[src/rtl/alu_flag_pkg.sv]
// Shared constants for the ALU flag stage: flag bit positions, condition codes,
// skid-buffer state encoding and the condition evaluator.
package alu_flag_pkg;

   localparam int unsigned FLAGS_W = 5;

   localparam int unsigned FLAG_S = 0;
   localparam int unsigned FLAG_Z = 1;
   localparam int unsigned FLAG_C = 2;
   localparam int unsigned FLAG_P = 3;
   localparam int unsigned FLAG_V = 4;

   localparam logic [3:0] COND_EQ = 4'd0;
   localparam logic [3:0] COND_NE = 4'd1;
   localparam logic [3:0] COND_CS = 4'd2;
   localparam logic [3:0] COND_CC = 4'd3;
   localparam logic [3:0] COND_MI = 4'd4;
   localparam logic [3:0] COND_PL = 4'd5;
   localparam logic [3:0] COND_VS = 4'd6;
   localparam logic [3:0] COND_VC = 4'd7;
   localparam logic [3:0] COND_PE = 4'd8;
   localparam logic [3:0] COND_PO = 4'd9;
   localparam logic [3:0] COND_GE = 4'd10;
   localparam logic [3:0] COND_LT = 4'd11;
   localparam logic [3:0] COND_GT = 4'd12;
   localparam logic [3:0] COND_LE = 4'd13;
   localparam logic [3:0] COND_AL = 4'd14;
   localparam logic [3:0] COND_NV = 4'd15;

   localparam logic [1:0] ST_EMPTY = 2'd0;
   localparam logic [1:0] ST_ONE   = 2'd1;
   localparam logic [1:0] ST_TWO   = 2'd2;

   function automatic logic cond_eval(input logic [3:0] sel, input logic [FLAGS_W-1:0] f);
      logic s, z, c, p, v, r;
      s = f[FLAG_S];
      z = f[FLAG_Z];
      c = f[FLAG_C];
      p = f[FLAG_P];
      v = f[FLAG_V];
      r = 1'b0;
      case (sel)
         COND_EQ: r = z;
         COND_NE: r = !z;
         COND_CS: r = c;
         COND_CC: r = !c;
         COND_MI: r = s;
         COND_PL: r = !s;
         COND_VS: r = v;
         COND_VC: r = !v;
         COND_PE: r = p;
         COND_PO: r = !p;
         COND_GE: r = (s == v);
         COND_LT: r = (s != v);
         COND_GT: r = !z && (s == v);
         COND_LE: r = z || (s != v);
         COND_AL: r = 1'b1;
         default: r = 1'b0;
      endcase
      return r;
   endfunction

endpackage

[src/rtl/flag_skid_buf.sv]
// Two-entry valid/ready skid buffer; head entry drives the output, ready is registered.
module flag_skid_buf
   import alu_flag_pkg::*;
#(
   parameter int unsigned W = 21
) (
   input  logic         clk,
   input  logic         rst_n,
   input  logic         in_valid,
   output logic         in_ready,
   input  logic [W-1:0] in_data,
   output logic         out_valid,
   input  logic         out_ready,
   output logic [W-1:0] out_data
);

   logic [1:0]   state_q, state_d;
   logic [W-1:0] head_d, tail_q, tail_d;
   logic         push, pop;

   assign push = in_valid && in_ready;
   assign pop  = out_valid && out_ready;

   // Next state and entry steering; tail only ever feeds the head on a pop from TWO
   always_comb begin
      state_d = state_q;
      head_d  = out_data;
      tail_d  = tail_q;
      case (state_q)
         ST_EMPTY: begin
            if (push) begin
               state_d = ST_ONE;
               head_d  = in_data;
            end
         end
         ST_ONE: begin
            if (push && pop) begin
               head_d = in_data;
            end else if (push) begin
               state_d = ST_TWO;
               tail_d  = in_data;
            end else if (pop) begin
               state_d = ST_EMPTY;
            end
         end
         ST_TWO: begin
            if (pop) begin
               state_d = ST_ONE;
               head_d  = tail_q;
            end
         end
         default: state_d = ST_EMPTY;
      endcase
   end

   always_ff @(posedge clk) begin
      if (!rst_n) begin
         state_q   <= ST_EMPTY;
         in_ready  <= 1'b1;
         out_valid <= 1'b0;
         out_data  <= '0;
         tail_q    <= '0;
      end else begin
         state_q   <= state_d;
         in_ready  <= (state_d != ST_TWO);
         out_valid <= (state_d != ST_EMPTY);
         out_data  <= head_d;
         tail_q    <= tail_d;
      end
   end

endmodule

[src/rtl/alu_flag_stage.sv]
// Registered ALU output stage: skid buffer, retired flags, branch condition and sticky overflow.
// Optional event counters enabled by defining ALU_FLAG_STATS_EN.
module alu_flag_stage
   import alu_flag_pkg::*;
#(
   parameter int unsigned DATA_W = 16,
   parameter int unsigned CNT_W  = 8
) (
   input  logic               clk,
   input  logic               rst_n,
   input  logic               in_valid,
   output logic               in_ready,
   input  logic [DATA_W-1:0]  in_sum,
   input  logic [FLAGS_W-1:0] in_flags,
   output logic               out_valid,
   input  logic               out_ready,
   output logic [DATA_W-1:0]  out_sum,
   output logic [FLAGS_W-1:0] out_flags,
   input  logic [3:0]         cond_sel,
   output logic               cond_true,
`ifdef ALU_FLAG_STATS_EN
   output logic [CNT_W-1:0]   ovf_count,
   output logic [CNT_W-1:0]   carry_count,
`endif
   output logic [FLAGS_W-1:0] arch_flags,
   output logic               sticky_ovf,
   input  logic               sticky_clr
);

   localparam int unsigned BUF_W = DATA_W + FLAGS_W;

   logic [BUF_W-1:0] buf_out;
   logic             retire;

   if (CNT_W == 0) begin : g_bad_cnt_w
      $error("CNT_W must be nonzero");
   end

   flag_skid_buf #(.W(BUF_W)) u_buf (
      .clk       (clk),
      .rst_n     (rst_n),
      .in_valid  (in_valid),
      .in_ready  (in_ready),
      .in_data   ({in_flags, in_sum}),
      .out_valid (out_valid),
      .out_ready (out_ready),
      .out_data  (buf_out)
   );

   assign out_sum   = buf_out[DATA_W-1:0];
   assign out_flags = buf_out[BUF_W-1:DATA_W];
   assign retire    = out_valid && out_ready;
   assign cond_true = cond_eval(cond_sel, arch_flags);

   // Retired flags and sticky overflow; a retiring overflow beats a clear
   always_ff @(posedge clk) begin
      if (!rst_n) begin
         arch_flags <= '0;
         sticky_ovf <= 1'b0;
      end else begin
         if (retire) begin
            arch_flags <= out_flags;
         end
         if (retire && out_flags[FLAG_V]) begin
            sticky_ovf <= 1'b1;
         end else if (sticky_clr) begin
            sticky_ovf <= 1'b0;
         end
      end
   end

`ifdef ALU_FLAG_STATS_EN
   logic ovf_inc, carry_inc;

   assign ovf_inc   = retire && out_flags[FLAG_V];
   assign carry_inc = retire && out_flags[FLAG_C];

   // Saturating counters; clear then increment in one cycle yields 1
   always_ff @(posedge clk) begin
      if (!rst_n) begin
         ovf_count   <= '0;
         carry_count <= '0;
      end else begin
         if (sticky_clr) begin
            ovf_count <= CNT_W'(ovf_inc);
         end else if (ovf_inc && (ovf_count != '1)) begin
            ovf_count <= ovf_count + CNT_W'(1);
         end
         if (sticky_clr) begin
            carry_count <= CNT_W'(carry_inc);
         end else if (carry_inc && (carry_count != '1)) begin
            carry_count <= carry_count + CNT_W'(1);
         end
      end
   end
`endif

endmodule

[config.mk]
export PLATFORM = sky130hd
export DESIGN_NAME = alu_flag_stage
export DESIGN_NICKNAME = d
export VERILOG_FILES = /design/src/rtl/alu_flag_pkg.sv /design/src/rtl/flag_skid_buf.sv /design/src/rtl/alu_flag_stage.sv
export SDC_FILE = /design/constraint.sdc
export NUM_CORES = 1
export LEC_CHECK = 0
export BUFFER_PORTS_ARGS = -buffer_cell sky130_fd_sc_hd__buf_2
export CORE_MARGIN = 3
export CORE_UTILIZATION = 40
export CTS_CLUSTER_DIAMETER = 50
export CTS_CLUSTER_SIZE = 20
export DETAILED_ROUTE_END_ITERATION = 10
export GPL_ROUTABILITY_DRIVEN = 0
export GPL_TIMING_DRIVEN = 1
export PLACE_DENSITY_LB_ADDON = 0.08
export SKIP_CTS_REPAIR_TIMING = 1
export SYNTH_ARGS = -nofsm -noshare
export SYNTH_HDL_FRONTEND = slang
export SYNTH_SLANG_ARGS = --single-unit
[constraint.sdc]
create_clock -name clk -period 1.45 [get_ports clk]
set_clock_uncertainty 0.05 [all_clocks]
set_input_delay 0.0725 -clock clk [delete_from_list [all_inputs] [get_ports clk]]
set_output_delay 0.0725 -clock clk [all_outputs]
set_load 0.01 [all_outputs]
* After elaboration in Yosys (flattened, before gate mapping)
Cells that the tools add are included.
** Operators by class
- Reduce and logical (&&, ||, !) cells :: 18
- Equal/unequal tests :: 22
- Bitwise operators :: 1
- Muxes and demuxes :: 13
** Operators by type and width (number)
- $mux W21 :: 3
- $pmux W21 S3 :: 1
- $eq A4 B4 Y1 const B :: 7
- $eq A4 B3 Y1 const B :: 4
- $pmux W1 S15 :: 1
- $mux W2 :: 5
- $eq A4 B2 Y1 const B :: 2
- $pmux W2 S3 :: 1
- $logic_and A1 B1 Y1 :: 5
- $logic_not A1 Y1 :: 5
- $eq A4 B1 Y1 const B :: 1
- $logic_not A4 Y1 :: 1
- $ne A2 B1 Y1 const B :: 2
- $ne A2 B2 Y1 const B :: 2
- $reduce_and A4 Y1 :: 1
- $reduce_bool A2 Y1 :: 2
- $reduce_and A3 Y1 :: 1
- $reduce_bool A3 Y1 :: 1
- $eq A2 B1 Y1 const B :: 1
- $eq A2 B2 Y1 const B :: 1
- $logic_not A2 Y1 :: 1
- $mux W1 :: 2
- $eq A1 B1 Y1 :: 1
- $logic_or A1 B1 Y1 :: 1
- other kinds (2) :: 2
** Word-level totals
- Output and inout port bits :: 30
- Input port bits :: 30
- Register bits after elaboration :: 52

* Longest topological paths before layout
Gate-level depths: netlist of run 1.
- Depth in word-level cells :: 6
- Depth in mapped cells :: 7
- Mapped depth without buffers :: 4

* By module
Synthesis of run 1 repeated with hierarchy kept, for this count alone.
** Second synthesis, totals
- Cells, all modules :: 268
- Area, all modules :: 2706.3 µm²
** By module, submodules not included
- flag_skid_buf :: area each 2285.9 µm², instances 1, cells each 217
- alu_flag_stage :: area each 420.4 µm², instances 1, cells each 51

* Worst setup path before layout of run 1
OpenSTA, ideal clock, no wires.
- Kind :: register -> register
- Start :: reg u_buf.out_valid
- End :: reg u_buf.tail_q[11]
- Stages on the path, launching flop included :: 8
- Library setup time :: 0.128 ns
- Clock period less this slack :: 1.598 ns
- Slack :: -0.148 ns
- Arrival :: 1.421 ns
- Buffers on the path :: 3
- Cell sequence :: dfxtp_1 -> and2_4 -> buf_6 -> or3_4 -> buf_6 -> buf_12 -> mux2i_1 -> nor2_1
** Between the ends
- Word-level cells in the longest chain between the ends :: 4
** Ends and longest elaborated chain
- from (decl) :: RTL line flag_skid_buf.sv:12 : output logic out_valid,
- from (signal assigned) :: RTL line flag_skid_buf.sv:66 : out_valid <= (state_d != ST_EMPTY);
- $logic_and A1 B1 Y1 :: RTL line flag_skid_buf.sv:22 : assign pop = out_valid && out_ready;
- $logic_and A1 B1 Y1 :: RTL line flag_skid_buf.sv:37 : if (push && pop) begin
- $not A1 Y1 (no line)
- $reduce_and A3 Y1 (no line)
- to (signal assigned) :: RTL line flag_skid_buf.sv:68 : tail_q <= tail_d;
- to (decl) :: RTL line flag_skid_buf.sv:18 : logic [W-1:0] head_d, tail_q, tail_d;
No other way between the ends.
A chain may end at the register's enable or synchronous reset.

* Worst setup path after layout of run 1
- Start :: reg arch_flags[0]
- End :: out cond_true
** Between the ends
- Word-level cells in the longest chain between the ends :: 3
** Ends and longest elaborated chain
- from (decl) :: RTL line alu_flag_stage.sv:25 : output logic [FLAGS_W-1:0] arch_flags,
- from (signal assigned) :: RTL line alu_flag_stage.sv:62 : arch_flags <= out_flags;
- $ne A1 B1 Y1 or $eq A1 B1 Y1 (tied branches)
- $logic_or A1 B1 Y1 or $logic_and A1 B1 Y1 (tied branches) :: RTL line alu_flag_pkg.sv:56, alu_flag_pkg.sv:55
- $pmux W1 S15 (*) :: RTL line alu_flag_pkg.sv:42 : case (sel)
- to (decl) :: RTL line alu_flag_stage.sv:20 : output logic cond_true,
Every way passes the cells marked *; elsewhere a longest branch is shown, timed or not.

==> out/results.tsv, run 1 <==
metric	value	unit
power.leakage	1.640	nW
switching_share	0.2973	
combPwrFrac	0.295	
yosysTopAreaCellShare	0.4539	
relSlewSlack	0.8115	
ys_ff_latch	52	
root_buffer	clkbuf_8	
syn-num-nets	269	
num-nets-final	360	
rows	26	
drt-initial-drc-count	63	
clk_path_buf_depth	2	
grt_pass1_wl	8.273	mm
r2r-start	u_buf.state_q[1]	
p_int	2.705	mW
p_clk_frac	0.275	
worstMarginPinSlew	0.2783	ns
io_pins	60	
syn_inst	239	
syn2layout_area_growth	43.81	%
cp-start-kind	register	
clk_latency	0.31	ns
syn_area_per_cell	9.596	µm²
violations	hold timing, setup timing	
critPathCaptureType	output port	
antenna_cells	0	
power	3.849	mW
n_fill_cell	491	
drt_pass1_iterations	4	
fin_crit_sh	1.184	
place_area	2739	µm²
grt.total_usage	0.1587	
synth_area	2293	µm²
cts_tree	yes	
power.density	1167	nW/µm²
yosys_warnings	0	
cts_buffers	5	
synth-edff-count	0	
critPathKind	reg2out	
worstPathRequired	1.33	ns
synth_flop_cell	dfxtp_1	
synthTopCellsByArea	dfxtp_1, mux2i_1, a211oi_1, nor3_1, nor2_1	
initial_core_util	0.4299	
worstSetupStartpoint	arch_flags[0]	
fmax	582.7	MHz
port_buffers	59	
routed_wl	6.341	mm
fin_crit	1.716	ns
yosysSeqAreaShare	0.4539	
ant_nets	0	
drc	0	
vias_per_cell	5.204	
htreeDepth	2	
grt_overflow_total	0	
async_flop_share	0	
synth.distinct_cells	34	
power.switching	1.144	mW
peakVddDrop	842.8	µV
avgRoutedWirePerCell	15.81	µm
die_h	81.72	µm
core_region_area	5335	µm²
hp-start	in_flags[0]	
drive_gt1_frac	0.3988	
status	finished, violations left	
grt_pass1_vias	1692	
timing.hold.ws	-0.03065	ns
setup_viol	30	
drv_cap	0	
arrival	1.59	ns
antenna_found_initial	0	
synth_top_area_cell	dfxtp_1	
timing.final.ws_setup	-0.2661	ns
vias	2087	
hp-class	in2reg	
grt_setup_unrepaired	true	
grt_max_degree	51	
seqPwrFrac	0.430	
dieArea	6678	µm²
dpl.hpwl	3.591	mm
final_cell_area	3298	µm²
die_w	81.72	µm
clock_sinks	52	
crit_path_max_fanout	4	
slew_viol_final	0	
finalHoldViolCount	7	
clkTransAtPathRegs	0.10	ns
[metrics by stage]
stage | worst slack [ns] | setup TNS, ns | hold WS (ns) | cells | util
floorplan | -0.1135 | -2.269 | 0.1300 | 239 | -
global route | -0.3587 | -7.899 | 0.004655 | 401 | 0.6182
CTS | -0.3632 | -1.423 | -0.04518 | 376 | 0.5361
detailed placement | -0.02090 | -0.1029 | 0.2800 | 368 | 0.5134
global placement | -0.04602 | -0.1244 | 0.2724 | 368 | 0.5134
finish | -0.2661 | -4.498 | -0.03065 | 401 | 0.6182
[logic make-up after synthesis]
kind of cell | share of synthesized area
AO/OA/AOI/OAI | 0.1222
buffers and inverters | 0.06546
multiplexers | 0.1882
AND/OR/NAND/NOR | 0.1588
XOR/XNOR | 0.01146
flip-flops | 0.4539
[worst max-delay path: stages (launching register included)]
cell	delay, ns
dfxtp_2	0.35
xor2_1	0.16
o311a_1	0.29
o311ai_1	0.22
nand4_1	0.12
buf_2	0.15
[power groups by stage]
stage          Clock, mW  Sequential [mW]  Combinational, mW
6_report            1.06             1.66               1.14
5_1_grt             1.13             1.67               1.24
4_1_cts             1.08             1.66              0.841
3_5_place_dp           0             1.69              0.838
3_3_place_gp           0             1.69              0.834
2_1_floorplan          0             1.74              0.467
[routing by layer]
| layer | vias up | share of wire | GRT usage | routed length (µm) |
|---|---|---|---|---|
| met1 | 992 | 0.48 | 0.2270 | 3043 |
| met5 | - | 0 | 0 | 0 |
| li1 | 1044 | - | - | - |
| met3 | 4 | 0.041 | 0.03509 | 258 |
| met2 | 47 | 0.47 | 0.2367 | 2987 |
| met4 | 0 | 0.0080 | 0.04983 | 51 |
[cells in the final DEF, fill, tap and decap left out, drive strengths merged, types with 2 or more instances in the layout]
master / n
buf: 84
dfxtp: 52
mux2i: 42
nor2: 25
nor3: 23
a211oi: 21
nand2: 14
dlygate4sd3: 14
a21oi: 9
clkbuf: 8
inv: 6
or3: 4
xor2: 3
nand2b: 3
o21ai: 3
o311ai: 2
nand3: 2
[final cells by class]
class / instances / area [µm²] / area share
Multi-Input combinational cell: 165 / 1274 / 0.3862
Sequential cell: 52 / 1052 / 0.3190
Timing Repair Buffer: 100 / 740.7 / 0.2246
Tap cell: 70 / 87.58 / 0.02656
Clock buffer: 6 / 82.58 / 0.02504
Clock inverter: 2 / 38.79 / 0.01176
Inverter: 6 / 22.52 / 0.006829
[Yosys cell counts, types with 2 or more instances]
cell type and n:
dfxtp_1 52, mux2i_1 42, nor2_1 25, nor3_1 23, a211oi_1 21, nand2_1 14, a21oi_1 9, clkbuf_1 8
buf_2 7, inv_1 5, nand2b_1 3, o21ai_0 3, xor2_1 3, buf_12 2, buf_6 2, nand3_1 2
[final timing paths]
check / slack, ns / cells after the start / endpoint
worst max-delay path: -0.27 / 5 / cond_true
worst min-delay path: -0.03 / 3 / u_buf.tail_q[16]
worst max register to register: -0.20 / 7 / u_buf.out_data[4]
worst min register to register: 0.42 / 2 / arch_flags[3]
[flip-flops by register name, indices dropped and copies added (netlist names)]
signal / flops
u_buf.out_data: 21
arch_flags: 5
u_buf.state_q: 2
u_buf.in_ready: 1
sticky_ovf: 1
u_buf.out_valid: 1
u_buf.tail_q: 21
Note: power is estimated with default switching activity, not from simulation.
==> inputs of run 2 (changes only) <==
CORE_ASPECT_RATIO = 0.5   (was unset)
==> out/results.tsv, run 2 (synthesis results as in run 1) <==
metric	value	unit	change
drc	0		unchanged
power.leakage	1.567	nW	was 1.640 nW
seq_area	1050	µm²	was 1052 µm²
dpl.hpwl	3.726	mm	was 3.591 mm
combPwrFrac	0.281		was 0.295
switching_share	0.2997		was 0.2973
clk_path_buf_depth	2		unchanged
power.switching	1.172	mW	was 1.144 mW
drv_cap	0		unchanged
vias_per_cell	5.342		was 5.204
setup_viol	38		was 30
cts_buffers	5		unchanged
num-nets-final	343		was 360
syn2layout_area_growth	37.42	%	was 43.81%
cp_slowest_cell	dfxtp_2		unchanged
fin_crit	1.708	ns	was 1.716 ns
layout_common_cells	buf_2, dfxtp_1, mux2i_1		unchanged
drt_pass1_iterations	4		unchanged
status	finished, violations left		unchanged
critPathKind	reg2out		unchanged
clkTransAtPathRegs	0.07	ns	was 0.10 ns
clock_sinks	52		unchanged
grt_max_degree	51		unchanged
finalHoldViolCount	8		was 7
grt_overflow_total	0		unchanged
worstPathRequired	1.33	ns	about the same
p_int	2.738	mW	was 2.705 mW
initial_core_util	0.4389		was 0.4299
seqPwrFrac	0.424		was 0.430
die_w	113.1	µm	was 81.72 µm
rows	18		was 26
antenna_found_initial	0		unchanged
timing.hold.ws	-0.01613	ns	was -0.03065 ns
arrival	1.59	ns	about the same
final_common_cell	buf_2		unchanged
violations	hold timing, setup timing		unchanged
path_cells	xor2_1 -> o311a_1 -> o311ai_2 -> nand4_1 -> buf_2		was xor2_1 -> o311a_1 -> o311ai_1 -> nand4_1 -> buf_2
timing.final.ws_setup	-0.2583	ns	was -0.2661 ns
io_pins	60		unchanged
peakVddDrop	737.8	µV	was 842.8 µV
die_h	59.55	µm	was 81.72 µm
placed_cells	367		was 368
clk_latency	0.28	ns	was 0.31 ns
layoutNonFillerInstCount	383		was 401
n_fill_cell	463		was 491
vias	2046		was 2087
fmax	585.4	MHz	was 582.7 MHz
hp-start	in_sum[14]		was in_flags[0]
ant_nets	0		unchanged
fin_setup_tns	-5.054	ns	was -4.498 ns
drive_gt1_frac	0.4185		was 0.3988
reg.largest.list	u_buf.out_data (21), u_buf.tail_q (21), arch_flags (5)		unchanged
port_buffers	59		unchanged
core_region_area	5225	µm²	was 5335 µm²
grt_setup_unrepaired	true		unchanged
power.density	1241	nW/µm²	was 1167 nW/µm²
antenna_cells	0		unchanged
grt.total_usage	0.1696		was 0.1587
routed_wl	6.374	mm	was 6.341 mm
hp-class	in2reg		unchanged
avgRoutedWirePerCell	16.64	µm	was 15.81 µm
fin_crit_sh	1.178		was 1.184
root_buffer	clkbuf_16		was clkbuf_8
cp-start-kind	register		unchanged
max_stage_delay	0.34	ns	was 0.35 ns
critPathCaptureType	output port		unchanged
slew_viol_final	0		unchanged
htreeDepth	2		unchanged
multi_input_area	1285	µm²	was 1274 µm²
dieArea	6734	µm²	was 6678 µm²
worstSetupStartpoint	arch_flags[0]		unchanged
relSlewSlack	0.8218		was 0.8115
cts_tree	yes		unchanged
p_clk_frac	0.295		was 0.275
worstMarginPinSlew	0.2632	ns	was 0.2783 ns
grt_pass1_wl	9.149	mm	was 8.273 mm
drt-initial-drc-count	83		was 63
grt_pass1_vias	1934		was 1692
crit_path_max_fanout	4		unchanged
r2r-start	u_buf.state_q[1]		unchanged
[run 2: changes by cell type in the layout (fill, tap and decap cells not counted), sizes merged]
cell	change
buf	-3
bufinv	-1
clkbuf	-1
clkinv	-1
clkinvlp	+1
dlygate4sd3	-14
inv	+1
[run 2: stage by stage]
step	hold slack (ns)	setup WS, ns	area (µm²)	utilization	power [mW]
2_1_floorplan	0.1300	-0.1135	2297	-	2.202
3_3_place_gp	0.2697	0.01468	2719	0.5204	2.500
3_5_place_dp	0.2845	-0.02210	2719	0.5204	2.521
4_1_cts	-0.01347	-0.3303	2860	0.5474	3.668
5_1_grt	0.003480	-0.3333	3152	0.6032	4.105
6_report	-0.01613	-0.2583	3152	0.6032	3.910
[run 2: layout make-up]
cell class,instances,share of cell area
Inverter,6,0.007146
Tap cell,70,0.02779
Timing Repair Buffer,83,0.1794
Clock inverter,2,0.005161
Multi-Input combinational cell,165,0.4077
Clock buffer,5,0.03970
Sequential cell,52,0.3331
[run 2: per-layer routing]
| layer | vias to the layer above | GRT usage | part of all wire |
|---|---|---|---|
| li1 | 1003 | - | - |
| met1 | 987 | 0.2211 | 0.46 |
| met2 | 50 | 0.2854 | 0.46 |
| met3 | 6 | 0.04893 | 0.065 |
| met4 | 0 | 0.03425 | 0.0093 |
| met5 | - | 0 | 0 |
[run 2: worst paths after layout]
check	to	slack, ns	depth (start not counted)
hold / removal	u_buf.tail_q[14]	-0.02	3
setup / recovery	cond_true	-0.26	5
setup reg to reg	u_buf.out_data[18]	-0.19	7
hold reg to reg	arch_flags[1]	0.43	2
[run 2: power groups by stage]
stage	Clock (mW)	Sequential (mW)	Combinational, mW
floorplan	0	1.74	0.467
global placement	0	1.68	0.816
detailed placement	0	1.69	0.832
CTS	1.17	1.66	0.838
global route	1.24	1.68	1.19
finish	1.15	1.66	1.10
[run 2: critical path, delay by kind of cell, from the launching register on]
| family | cells | cell delay, ns |
|---|---|---|
| flops | 1 | 0.34 |
| simple gates | 1 | 0.10 |
| buf+inv | 1 | 0.16 |
| compound gates | 2 | 0.54 |
| xor+xnor | 1 | 0.17 |
==> inputs of run 3 (changes only) <==
ABC_AREA = 1   (was unset)
CTS_CLUSTER_DIAMETER = 40   (was 50)
==> out/results.tsv, run 3 <==
metric	value	unit	change
drv_cap	0		unchanged
synth_flop_cell	dfxtp_1		unchanged
finalHoldViolCount	0		was 8
rows	18		unchanged
p_int	2.526	mW	was 2.738 mW
cts_buffers	5		unchanged
dieArea	6747	µm²	was 6734 µm²
critPathKind	reg2out		unchanged
core_region_area	5225	µm²	unchanged
antenna_found_initial	0		unchanged
switching_share	0.2807		was 0.2997
n_fill_cell	519		was 463
htreeDepth	2		unchanged
syn_area_per_cell	6.944	µm²	was 9.596 µm²
vias	2189		was 2046
worstPathRequired	1.33	ns	about the same
grt_pass1_vias	2003		was 1934
status	complete, no violations		was finished, violations left
fin_crit_sh	0.9909		was 1.178
cts_tree	yes		unchanged
ys_ff_latch	52		unchanged
peakVddDrop	618.6	µV	was 737.8 µV
synth_common_cells	nand2_1, dfxtp_1, nor2_1, o21ai_1, inv_1		was dfxtp_1, mux2i_1, nor2_1, nor3_1, a211oi_1
timing.hold.ws	0.02204	ns	was -0.01613 ns
syn-num-nets	361		was 269
hp-start	in_sum[9]		was in_sum[14]
place_ws	0.1565	ns	was -0.02210 ns
die_w	113.2	µm	was 113.1 µm
multi_input_area	1023	µm²	was 1285 µm²
clk_path_buf_depth	2		unchanged
finalCoreUtilization	0.5469		was 0.6032
whs_endpoint	u_buf.tail_q[9]		was u_buf.tail_q[14]
synth_top_area_cell	dfxtp_1		unchanged
arrival	1.31	ns	was 1.59 ns
fin_crit	1.437	ns	was 1.708 ns
critPathCaptureType	output port		unchanged
hp-class	in2reg		unchanged
reg.largest.list	u_buf.out_data (21), u_buf.tail_q (21), arch_flags (5)		unchanged
grt_max_degree	35		was 51
crit_path_max_fanout	5		was 4
seq_area	1049	µm²	was 1050 µm²
timing.final.ws_setup	0.01316	ns	was -0.2583 ns
r2r-start	u_buf.in_ready		was u_buf.state_q[1]
power.switching	0.9859	mW	was 1.172 mW
reg2reg_slack	0.13	ns	was -0.19 ns
fmax	696.0	MHz	was 585.4 MHz
power.leakage	1.381	nW	was 1.567 nW
initial_core_util	0.4399		was 0.4389
grt_setup_unrepaired	true		unchanged
yosysTopAreaCellShare	0.4529		was 0.4539
drt_pass1_iterations	4		unchanged
root_buffer	clkbuf_16		unchanged
synth-edff-count	0		unchanged
grt_pass1_wl	8.976	mm	was 9.149 mm
synthTopCellsByArea	dfxtp_1, o21ai_1, nand2_1, nor2_1, a21oi_1		was dfxtp_1, mux2i_1, a211oi_1, nor3_1, nor2_1
clk_latency	0.28	ns	about the same
slew_viol_final	0		unchanged
routed_wl	5.397	mm	was 6.374 mm
avgRoutedWirePerCell	11.66	µm	was 16.64 µm
p_clk_frac	0.334		was 0.295
drc	0		unchanged
relSlewSlack	0.7698		was 0.8218
grt.total_usage	0.1647		was 0.1696
power.density	1229	nW/µm²	was 1241 nW/µm²
setup_viol	0		was 38
syn2layout_area_growth	24.33	%	was 37.42%
cp-start-kind	register		unchanged
synthMostInstantiatedCell	nand2_1		was dfxtp_1
synth_area	2298	µm²	was 2293 µm²
seqPwrFrac	0.469		was 0.424
power	3.512	mW	was 3.910 mW
synth.distinct_cells	20		was 34
yosys_warnings	0		unchanged
num-nets-final	422		was 343
die_h	59.60	µm	was 59.55 µm
place_area	2663	µm²	was 2719 µm²
vias_per_cell	4.728		was 5.342
port_buffers	59		unchanged
drive_gt1_frac	0.2494		was 0.4185
async_flop_share	0		unchanged
drt-initial-drc-count	129		was 83
antenna_cells	0		unchanged
clkTransAtPathRegs	0.06	ns	was 0.07 ns
final_common_cell	buf_2		unchanged
syn_inst	331		was 239
yosysSeqAreaShare	0.4529		was 0.4539
ant_nets	0		unchanged
combPwrFrac	0.197		was 0.281
clock_sinks	52		unchanged
hold_depth	3		unchanged
io_pins	60		unchanged
r2r-end	u_buf.out_data[15]		was u_buf.out_data[18]
grt_overflow_total	0		unchanged
layout_common_cells	buf_2, nand2_1, nor2_1, dfxtp_1, o21ai_1		was buf_2, dfxtp_1, mux2i_1
worstMarginPinSlew	0.3454	ns	was 0.2632 ns
dpl.hpwl	3.980	mm	was 3.726 mm
rr_worst_depth	8		was 7
final_cell_area	2858	µm²	was 3152 µm²
[run 3: cell types whose count changed in the layout (fill, tap and decap cells not counted), moves of 4 or more]
cell	change
nor3_1	-23
a211oi_2	-20
o21ai_0	+19
or3_4	-4
inv_1	+27
nand2_1	+41
o21ai_1	+47
mux2i_1	-42
inv_2	+6
a21oi_1	+19
nand3_1	+7
buf_6	-4
nor2_1	+26
dfxtp_2	-4
[run 3: cell type report]
type	instances	share of cell area
Clock buffer	7	0.04991
Clock inverter	1	0.002627
Inverter	40	0.05341
Multi-Input combinational cell	221	0.3581
Sequential cell	52	0.3669
Tap cell	70	0.03065
Timing Repair Buffer	72	0.1384
[run 3: cell families after synthesis]
kind of cell,count (synthesis),synth area share
AND/OR/NAND/NOR,123,0.2172
flip-flops,52,0.4529
buffers and inverters,58,0.1094
AO/OA/AOI/OAI,98,0.2205
[run 3: metrics by stage]
stage          setup TNS [ns]  cells
6_report                    0    463
5_1_grt               -0.1148    463
4_1_cts               -0.1081    461
3_5_place_dp                0    453
3_3_place_gp                0    453
2_1_floorplan               0    331
[run 3: routing by layer]
| metal | vias to the layer above | global-route usage | wire [µm] |
|---|---|---|---|
| met5 | - | 0 | 0 |
| met4 | 0 | 0.05137 | 76 |
| met3 | 9 | 0.04281 | 294 |
| met2 | 52 | 0.2837 | 2364 |
| met1 | 943 | 0.2061 | 2661 |
| li1 | 1185 | - | - |
[run 3: worst max-delay path by stage]
| stage | start | slack (ns) | cells past startpoint | to |
|---|---|---|---|---|
| 6_report | arch_flags[0] | 0.01 | 9 | cond_true |
| 3_3_place_gp | u_buf.in_ready | 0.22 | 8 | u_buf.out_data[18] |
| 3_5_place_dp | u_buf.out_valid | 0.16 | 8 | u_buf.out_data[13] |
| 2_1_floorplan | u_buf.in_ready | 0.26 | 8 | u_buf.out_data[10] |
| 5_1_grt | arch_flags[0] | -0.11 | 10 | cond_true |
| 4_1_cts | arch_flags[4] | -0.11 | 10 | cond_true |
[run 3: power by group through the flow]
stage	sequential (mW)	combinational [mW]	clock, mW
6_report	1.65	0.691	1.17
5_1_grt	1.66	0.789	1.27
4_1_cts	1.65	0.690	1.21
3_5_place_dp	1.68	0.687	0
3_3_place_gp	1.67	0.670	0
2_1_floorplan	1.71	0.404	0
[run 3: critical path: stages, from the launching register on]
cell and delay, ns:
dfxtp_4 0.36, inv_2 0.10, nand2_4 0.06, nand3_1 0.09
nand2_1 0.06, nand2_1 0.05, nand2_1 0.05, nor2_1 0.09
nand2_1 0.05, buf_2 0.13
